===== src/rtl/stopwatch_core.sv =====
// BCD stopwatch counter with 2 or 3 two-digit fields (ss, mm, optional hh).
// Up/down counting gated by a one-cycle tick, per-digit adjust, lap capture and countdown expiry.
module stopwatch_core #(
  parameter int FIELDS   = 2,
  parameter int HOUR_MAX = 23
) (
  input  logic                  clk_c,
  input  logic                  reset_c,
  input  logic                  tick,
  input  logic                  start_stop,
  input  logic                  clear,
  input  logic                  mode_down,
  input  logic                  adj,
  input  logic [2:0]            sel,
  input  logic [3:0]            num,
  input  logic                  load,
  input  logic                  lap,
  output logic [8*FIELDS-1:0]   digits,
  output logic [8*FIELDS-1:0]   lap_digits,
  output logic                  running,
  output logic                  expired,
  output logic                  wrap
);

  localparam int D = 2 * FIELDS;
  localparam int W = 4 * D;
  localparam logic [3:0] HT = 4'(HOUR_MAX / 10);
  localparam logic [3:0] HU = 4'(HOUR_MAX % 10);

  typedef enum logic [1:0] {ST_STOP, ST_RUN, ST_ADJ, ST_EXPIRED} state_t;

  state_t         state_reg;
  logic [W-1:0]   digits_reg;
  logic [W-1:0]   lap_reg;
  logic           running_reg;
  logic           expired_reg;
  logic           wrap_reg;

  logic [FIELDS-1:0] field_max;
  logic [FIELDS-1:0] field_zero;
  logic              all_zero;
  logic [W-1:0]      inc_digits;
  logic              inc_wrap;
  logic [W-1:0]      dec_digits;
  logic [W-1:0]      load_raw;
  logic [W-1:0]      load_digits;

  // Per-field maxima: 59 for seconds/minutes, HOUR_MAX for the hours field.
  genvar gi;
  generate
    for (gi = 0; gi < FIELDS; gi++) begin : g_field
      localparam logic [3:0] TMAX = (gi == 2) ? HT : 4'd5;
      localparam logic [3:0] UMAX = (gi == 2) ? HU : 4'd9;
      assign field_max[gi]  = (digits_reg[gi*8+4 +: 4] == TMAX) &&
                              (digits_reg[gi*8 +: 4] == UMAX);
      assign field_zero[gi] = (digits_reg[gi*8 +: 8] == 8'h00);
    end
  endgenerate

  assign all_zero = &field_zero;

  always_comb begin
    logic       carry;
    logic [3:0] u;
    logic [3:0] t;
    inc_digits = digits_reg;
    carry      = 1'b1;
    u          = 4'd0;
    t          = 4'd0;
    for (int f = 0; f < FIELDS; f++) begin
      u = digits_reg[f*8 +: 4];
      t = digits_reg[f*8+4 +: 4];
      if (carry) begin
        if (field_max[f]) begin
          u = 4'd0;
          t = 4'd0;
        end else if (u == 4'd9) begin
          u     = 4'd0;
          t     = t + 4'd1;
          carry = 1'b0;
        end else begin
          u     = u + 4'd1;
          carry = 1'b0;
        end
      end
      inc_digits[f*8 +: 8] = {t, u};
    end
    inc_wrap = carry;
  end

  // A zero field borrows from above and reloads its own maximum.
  always_comb begin
    logic       borrow;
    logic [3:0] u;
    logic [3:0] t;
    dec_digits = digits_reg;
    borrow     = 1'b1;
    u          = 4'd0;
    t          = 4'd0;
    for (int f = 0; f < FIELDS; f++) begin
      u = digits_reg[f*8 +: 4];
      t = digits_reg[f*8+4 +: 4];
      if (borrow) begin
        if (field_zero[f]) begin
          t = (f == 2) ? HT : 4'd5;
          u = (f == 2) ? HU : 4'd9;
        end else if (u == 4'd0) begin
          u      = 4'd9;
          t      = t - 4'd1;
          borrow = 1'b0;
        end else begin
          u      = u - 4'd1;
          borrow = 1'b0;
        end
      end
      dec_digits[f*8 +: 8] = {t, u};
    end
  end

  always_comb begin
    logic [3:0] lim;
    load_raw = digits_reg;
    lim      = 4'd9;
    for (int i = 0; i < D; i++) begin
      if (sel == 3'(i)) begin
        lim = (((i % 2) == 0) || ((i / 2) == 2)) ? 4'd9 : 4'd5;
        load_raw[i*4 +: 4] = (num > lim) ? lim : num;
      end
    end
  end

  // Hours written digit-by-digit can exceed HOUR_MAX (e.g. 2 then 9); clamp the whole field.
  generate
    if (FIELDS == 3) begin : g_hour_clamp
      logic [6:0] hour_val;
      assign hour_val    = 7'(load_raw[23:20]) * 7'd10 + 7'(load_raw[19:16]);
      assign load_digits = (hour_val > 7'(HOUR_MAX)) ? {HT, HU, load_raw[15:0]} : load_raw;
    end else begin : g_no_hours
      assign load_digits = load_raw;
    end
  endgenerate

  always_ff @(posedge clk_c or negedge reset_c) begin
    if (!reset_c) begin
      state_reg   <= ST_STOP;
      digits_reg  <= '0;
      lap_reg     <= '0;
      running_reg <= 1'b0;
      expired_reg <= 1'b0;
      wrap_reg    <= 1'b0;
    end else begin
      wrap_reg <= 1'b0;
      if (lap)
        lap_reg <= digits_reg;
      if (clear) begin
        state_reg   <= ST_STOP;
        digits_reg  <= '0;
        running_reg <= 1'b0;
        expired_reg <= 1'b0;
      end else begin
        case (state_reg)
          ST_STOP: begin
            if (adj) begin
              state_reg <= ST_ADJ;
            end else if (start_stop && !(mode_down && all_zero)) begin
              state_reg   <= ST_RUN;
              running_reg <= 1'b1;
            end
          end
          ST_RUN: begin
            if (adj) begin
              state_reg   <= ST_ADJ;
              running_reg <= 1'b0;
            end else if (start_stop) begin
              state_reg   <= ST_STOP;
              running_reg <= 1'b0;
            end else if (tick) begin
              if (mode_down) begin
                if (all_zero) begin
                  state_reg   <= ST_EXPIRED;
                  running_reg <= 1'b0;
                  expired_reg <= 1'b1;
                end else begin
                  digits_reg <= dec_digits;
                end
              end else begin
                digits_reg <= inc_digits;
                wrap_reg   <= inc_wrap;
              end
            end
          end
          ST_ADJ: begin
            if (!adj)
              state_reg <= ST_STOP;
            else if (load)
              digits_reg <= load_digits;
          end
          ST_EXPIRED: begin
            if (start_stop) begin
              state_reg   <= ST_STOP;
              expired_reg <= 1'b0;
            end
          end
          default: state_reg <= ST_STOP;
        endcase
      end
    end
  end

  assign digits     = digits_reg;
  assign lap_digits = lap_reg;
  assign running    = running_reg;
  assign expired    = expired_reg;
  assign wrap       = wrap_reg;

endmodule


===== config.mk =====
export PLATFORM = sky130hd
export DESIGN_NAME = stopwatch_core
export DESIGN_NICKNAME = d
export VERILOG_FILES = /design/src/rtl/stopwatch_core.sv
export SDC_FILE = /design/constraint.sdc
export NUM_CORES = 1
export LEC_CHECK = 0
export CORE_ASPECT_RATIO = 1.4
export CORE_MARGIN = 5
export CORE_UTILIZATION = 47
export CTS_CLUSTER_SIZE = 14
export DETAILED_ROUTE_END_ITERATION = 8
export GPL_ROUTABILITY_DRIVEN = 1
export PLACE_DENSITY = 0.85
export SETUP_SLACK_MARGIN = 0.15
export SKIP_LAST_GASP = 1
export SLEW_MARGIN = 20
export SYNTH_ARGS = -nofsm -noshare
export SYNTH_HDL_FRONTEND = slang
export SYNTH_SLANG_ARGS = --single-unit

===== constraint.sdc =====
create_clock -name clk_c -period 2.5 [get_ports clk_c]
set_clock_uncertainty 0.05 [all_clocks]
set_input_delay 0.375 -clock clk_c [delete_from_list [all_inputs] [get_ports clk_c]]
set_output_delay 0.375 -clock clk_c [all_outputs]
set_load 0.01 [all_outputs]

After elaboration in Yosys (flattened, before gate mapping)

Cells that the tools add are included.

Register bits after elaboration: 37
Latch bits: 0
Memory bits (writable): 0
Memory bits (read-only): 0
Input port bits: 16
Output and inout port bits: 35
Memories: 0

Add/sub/neg operators: 8
$mul: 0
Div/mod/pow operators: 0
$lt $le $gt $ge: 2
Eq/ne operators: 36
Shift-type cells: 0
Multiplexer cells: 73
Bitwise operators: 0
Reductions and logical operators: 22

Operators with widths:

| kind                                                                             | number |
|---|---|
| 16-bit two-way mux                                                               | 8 |
| 4-bit two-way mux                                                                | 26 |
| 3-bit inequality test (second input constant)                                    | 15 |
| 5-bit inequality test (second input constant)                                    | 7 |
| 16-bit one-hot mux with 2 select lines                                           | 1 |
| 1-bit two-way mux                                                                | 25 |
| 2-bit two-way mux                                                                | 10 |
| 10-bit AND reduction                                                             | 2 |
| 4-bit by 1-bit adder with 4-bit output (second input constant)                   | 4 |
| 8-bit zero test                                                                  | 2 |
| 4-bit inequality test (second input constant)                                    | 4 |
| 4-bit by 1-bit subtractor with 4-bit output (second input constant)              | 4 |
| 12-bit AND reduction                                                             | 1 |
| 6-bit AND reduction                                                              | 2 |
| 3-bit nonzero test                                                               | 3 |
| 4-bit by 3-bit equality test with 1-bit output (second input constant)           | 2 |
| 4-bit equality test (second input constant)                                      | 2 |
| 4-bit zero test                                                                  | 2 |
| 2-bit one-hot mux with 4 select lines                                            | 1 |
| 8-bit AND reduction                                                              | 1 |
| 7-bit AND reduction                                                              | 1 |
| 3-bit by 2-bit equality test with 1-bit output (second input constant)           | 2 |
| 2-bit equality test (second input constant)                                      | 2 |
| 4-bit by 3-bit greater-than comparator with 1-bit output (second input constant) | 1 |
| 9 further kinds                                                                  | 13 |

Logic depth before layout (Yosys ltp)

Word-level depth: 11
Mapped depth: 9
Mapped depth without buffers: 7

Least setup slack after synthesis

OpenSTA, ideal clock, no wires.

Kind: reg-to-reg
From: reg digits_reg[0], in the netlist digits[0]
To: reg digits_reg[12], in the netlist digits[12]
Arrival: 2,580 ps
Setup slack: -255 ps
Stages on the path, launching flop included: 10
Path through: dfrtp_1 -> inv_1 -> ha_1 -> or3b_4 -> or3_1 -> buf_2 -> o32a_1 -> and4_1 -> buf_6 -> mux2_4

Longest elaborated chain between the ends: 5
Elaborated cells between the ends (all ways): 10
Classes of those cells: eq/ne (4); mux (2); reduce/logical (4)

RTL lines:

| item                             | RTL line | RTL |
|---|---|---|
| start: declaration               | 33       | `logic [W-1:0] digits_reg;` |
| start signal: assignment         | 184      | `digits_reg <= dec_digits;` |
| start signal: assignment         | 187      | `digits_reg <= inc_digits;` |
| start signal: assignment         | 196      | `digits_reg <= load_digits;` |
| 4-bit equality test              | 55       | `(digits_reg[gi*8 +: 4] == UMAX);` |
| 1-bit logical AND                | 54       | `assign field_max[gi] = (digits_reg[gi*8+4 +: 4] == TMAX) &&` |
| 1-bit two-way mux                | 74       | `if (field_max[f]) begin` |
| 4-bit inequality test (no line)  | --       |  |
| 12-bit AND reduction (no line) * | --       |  |

Every way passes the cells marked *; elsewhere a longest branch is shown, timed or not.
A chain may end at the register's enable or synchronous reset.

Worst setup path after layout

From: reg digits_reg[1], in the netlist digits[1]
To: reg digits_reg[5], in the netlist digits[5]

Longest elaborated chain between the ends: 9
Elaborated cells between the ends (all ways): 18
Classes of those cells: eq/ne (4); mux (9); reduce/logical (5)

RTL lines:

| item                                                           | RTL line   | RTL |
|---|---|---|
| 8-bit zero test / 4-bit equality test (equally long branches)  | 56, 55, 77 |  |
| 4-bit two-way mux / 1-bit logical AND (equally long branches)  | 104, 54    |  |
| 16-bit two-way mux / 4-bit two-way mux (equally long branches) | 179, 74    |  |
| 16-bit two-way mux                                             | 178        | `if (mode_down) begin` |
| 16-bit two-way mux                                             | 177        | `end else if (tick) begin` |
| 16-bit two-way mux                                             | 174        | `end else if (start_stop) begin` |
| 16-bit two-way mux                                             | 171        | `if (adj) begin` |
| 16-bit one-hot mux with 2 select lines                         | 161        | `case (state_reg)` |
| 16-bit two-way mux                                             | 155        | `if (clear) begin` |

Parallel ways exist; a longest one is shown, timed or not. The select of a mux whose other input is x is not followed.

==> reports/qor.tcl <==
set qor(run_status) {completed}
set qor(startpoint_type) {flop}
set qor(minimum_clock_period_after_layout_ns) 2.41
set qor(first_global_vias) 2503
set qor(worst_ir_drop_vdd_mv) 0.663
set qor(tritoncts_clock_tree) {done}
set qor(final_core_utilization_pct) 64.9
set qor(internal-power_mw) 1.72
set qor(rr_endpoint) {digits[5]$_DFFE_PN0P_}
set qor(clock_latency_ns) 0.29
set qor(globalplace.congestion) 0.989
set qor(synthesis.instances) 271
set qor(fraction_of_power_consumed_by_sequential_logic_pct) 31.5
set qor(worst-path-max-fanout) 4
set qor(required_ns) 2.63
set qor(via_count) 2468
set qor(pin_count) 51
set qor(reg2reg_from) {digits[1]$_DFFE_PN0P_}
set qor(die_area_sq_mm) 0.00720
set qor(crit_path_end_kind) {flop}
set qor(antenna_cells_inserted) 0
set qor(mostFrequentLayoutCells) {sky130_fd_sc_hd__clkdlybuf4s50_1 (49), sky130_fd_sc_hd__buf_4 (36), sky130_fd_sc_hd__dfrtp_1 (35)}
set qor(static-leakage-power_nw) 1.55
set qor(drc) 0
set qor(layout_cell_share_with_drive_strength_beyond_1_pct) 26.4
set qor(worst_hold_slack_ns) 0.118
set qor(final-setup-viol-count) 0
set qor(maxClockFrequency_mhz) 415
set qor(power.switching_uw) 967
set qor(grt_first_pass_wirelength_mm) 12.0
set qor(initial_antenna_violation_count) 0
set qor(core_sq_mm) 0.00549
set qor(drtAntennaViolNets) 0
set qor(start_util_pct) 47.9
set qor(global_route.overflow_total) 0
set qor(placement_rows) 32
set qor(wire_per_inst_microns) 17.3
set qor(switching_share_pct) 36.0
set qor(yosys.cell_types.count) 59
set qor(synth_seq_area_share_pct) 35.3
set qor(syn_area_sq_mm) 0.00263
set qor(die_height_microns) 98.4
set qor(transition_time_at_the_pin_with_the_least_slew_margin_ns) 0.804
set qor(grt_start_max_net_pins) 38
set qor(power.share.combinational_pct) 53.1
set qor(clock-sinks) 37
set qor(reg2reg_setup_slack_ns) 0.09
set qor(syn_area_per_cell_sq_um) 9.69
set qor(routed_vias_inst) 5.93
set qor(yosys_most_used_dff) {sky130_fd_sc_hd__dfrtp_1}
set qor(number_of_enable_flip_flop_cells_after_synthesis) 0
set qor(design.final.nets) 375
set qor(ys.warnings.count) 0
set qor(r2r_cells) 7
set qor(groute.usage.overall_pct) 21.0
set qor(number_of_nets_in_the_synthesized_netlist) 299
set qor(cts_buffer_depth) 2
set qor(count_of_tritonroute_iterations_in_the_first_routing_pass) 4
set qor(min_period_over_period_pct) 96.3
set qor(ys_ff_latch) 37
set qor(routed_wirelength_mm) 7.20
set qor(clock_tree.htree_level_count) 2
set qor(clockRootBuffer) {sky130_fd_sc_hd__clkbuf_8}
set qor(final_common_cell) {sky130_fd_sc_hd__clkdlybuf4s50_1}
set qor(place_hpwl_mm) 5.46
set qor(hold_path.class) {input pin to async pin}
set qor(synthArstFlopShare_pct) 100
set qor(path_clk_slew_ns) 0.07
set qor(max_slew_margin_pct) 46.4
set qor(cellPowerDensity_mw_per_mm2) 754
set qor(numPortBuffers) 50
set qor(cts_buffers) 5
set qor(finalHoldViolations) 0
set qor(post_cts_hold_buffer_count) 0
set qor(num-fill-cells) 444
set qor(worstPathArrival_ns) 2.53
set qor(width_of_the_chip_microns) 73.2
set qor(timing.setup.critical_path_class) {flop to flop}
set qor(slew_violations) 0
set qor(drt-initial-drc-count) 151
set qor(maxcap_violations) 0
set qor(rsz0062_at_grt) {yes}
set qor(syn_to_final_growth_pct) 35.7
set qor(clock_power_share_pct) 15.4
==> layer usage <==
metal	share of wire, %	GRT usage, %	vias to the layer above	wire [microns]
met5	0	0	-	0
met4	3.7	8.95	0	267
met3	5.3	4.69	25	385
met2	51	34.4	75	3650
met1	40	26.1	1210	2890
li1	-	-	1158	-
==> cells in the mapped netlist, types with 5 or more instances <==
library cell	number	area (sq um)
sky130_fd_sc_hd__nand2_1	14	52.6
sky130_fd_sc_hd__nor3_1	8	40.0
sky130_fd_sc_hd__nand2b_1	9	56.3
sky130_fd_sc_hd__a21oi_1	20	100
sky130_fd_sc_hd__mux2i_1	6	60.1
sky130_fd_sc_hd__nor2_1	13	48.8
sky130_fd_sc_hd__mux2_2	23	259
sky130_fd_sc_hd__buf_2	5	25.0
sky130_fd_sc_hd__inv_1	13	48.8
sky130_fd_sc_hd__dfrtp_1	37	926
sky130_fd_sc_hd__xor2_1	5	43.8
sky130_fd_sc_hd__or3_1	6	37.5
sky130_fd_sc_hd__o21ai_0	7	35.0
sky130_fd_sc_hd__clkbuf_1	6	22.5
sky130_fd_sc_hd__a31oi_1	5	31.3
sky130_fd_sc_hd__ha_1	12	150
sky130_fd_sc_hd__nand3_1	8	40.0
==> metrics by stage <==
stage / cells / setup slack, ns / total power, mW / TNS (ns) / cell area, sq um
floorplan: 271 / -0.0544 / 1.60 / -0.270 / 2650
global placement: 405 / 0.0532 / 2.18 / 0 / 3380
detailed placement: 405 / -0.00778 / 2.21 / -0.0115 / 3380
CTS: 416 / 0.0888 / 2.69 / 0 / 3540
global route: 416 / 0.0305 / 2.87 / 0 / 3560
finish: 416 / 0.0925 / 2.68 / 0 / 3560
==> how the worst max path moves through the flow <==
| stage | start | cells after the start | slack, ns | to |
|---|---|---|---|---|
| floorplan | digits[1]$_DFFE_PN0P_ | 9 | -0.05 | digits[12]$_DFFE_PN0P_ |
| global placement | digits[9]$_DFFE_PN0P_ | 7 | 0.05 | digits[4]$_DFFE_PN0P_ |
| detailed placement | digits[1]$_DFFE_PN0P_ | 7 | -0.008 | digits[5]$_DFFE_PN0P_ |
| CTS | digits[1]$_DFFE_PN0P_ | 7 | 0.09 | digits[5]$_DFFE_PN0P_ |
| global route | digits[1]$_DFFE_PN0P_ | 7 | 0.03 | digits[5]$_DFFE_PN0P_ |
| finish | digits[1]$_DFFE_PN0P_ | 7 | 0.09 | digits[5]$_DFFE_PN0P_ |
==> cell families (layout without fill, tap and decap cells) <==
family / after synthesis / after routing / synth area share, %
xor+xnor: 8 / 8 / 2.67
buf+inv: 32 / 109 / 5.96
fa+ha+maj: 12 / 12 / 5.72
flops: 37 / 37 / 35.3
mux: 33 / 33 / 14.7
compound gates: 66 / 66 / 17.7
simple gates: 83 / 83 / 18.0
==> power groups by stage <==
| stage | Clock, mW | Combinational (mW) | Sequential [mW] |
|---|---|---|---|
| 2_1_floorplan | 0 | 0.671 | 0.929 |
| 3_3_place_gp | 0 | 1.33 | 0.844 |
| 3_5_place_dp | 0 | 1.36 | 0.852 |
| 4_1_cts | 0.425 | 1.42 | 0.843 |
| 5_1_grt | 0.447 | 1.55 | 0.869 |
| 6_report | 0.414 | 1.43 | 0.845 |
==> worst max-delay path, cell delays in order (launching register included) <==
cell	delay (ns)
sky130_fd_sc_hd__dfrtp_2	0.43
sky130_fd_sc_hd__inv_4	0.07
sky130_fd_sc_hd__ha_4	0.12
sky130_fd_sc_hd__or3b_4	0.38
sky130_fd_sc_hd__or3_4	0.34
sky130_fd_sc_hd__o32a_1	0.38
sky130_fd_sc_hd__o31ai_4	0.14
sky130_fd_sc_hd__mux2_2	0.38
==> layout make-up <==
type	count	area [sq um]	share of cell area [%]
Sequential cell	37	928	26.1
Tap cell	68	85.1	2.39
Inverter	14	55.1	1.55
Timing Repair Buffer	87	777	21.8
Clock buffer	7	76.3	2.14
Clock inverter	1	7.51	0.211
Multi-Input combinational cell	202	1630	45.8
==> what timing repair did <==
item / CTS / global route
gates resized for setup: 15 / 4
setup endpoints to repair: 15 / 15
setup buffers: 3 / 0
pin swaps: 2 / 1
gates cloned: 0 / 0
hold endpoints to repair: 0 / 0
No activity file was read; power rests on OpenSTA's default activity.
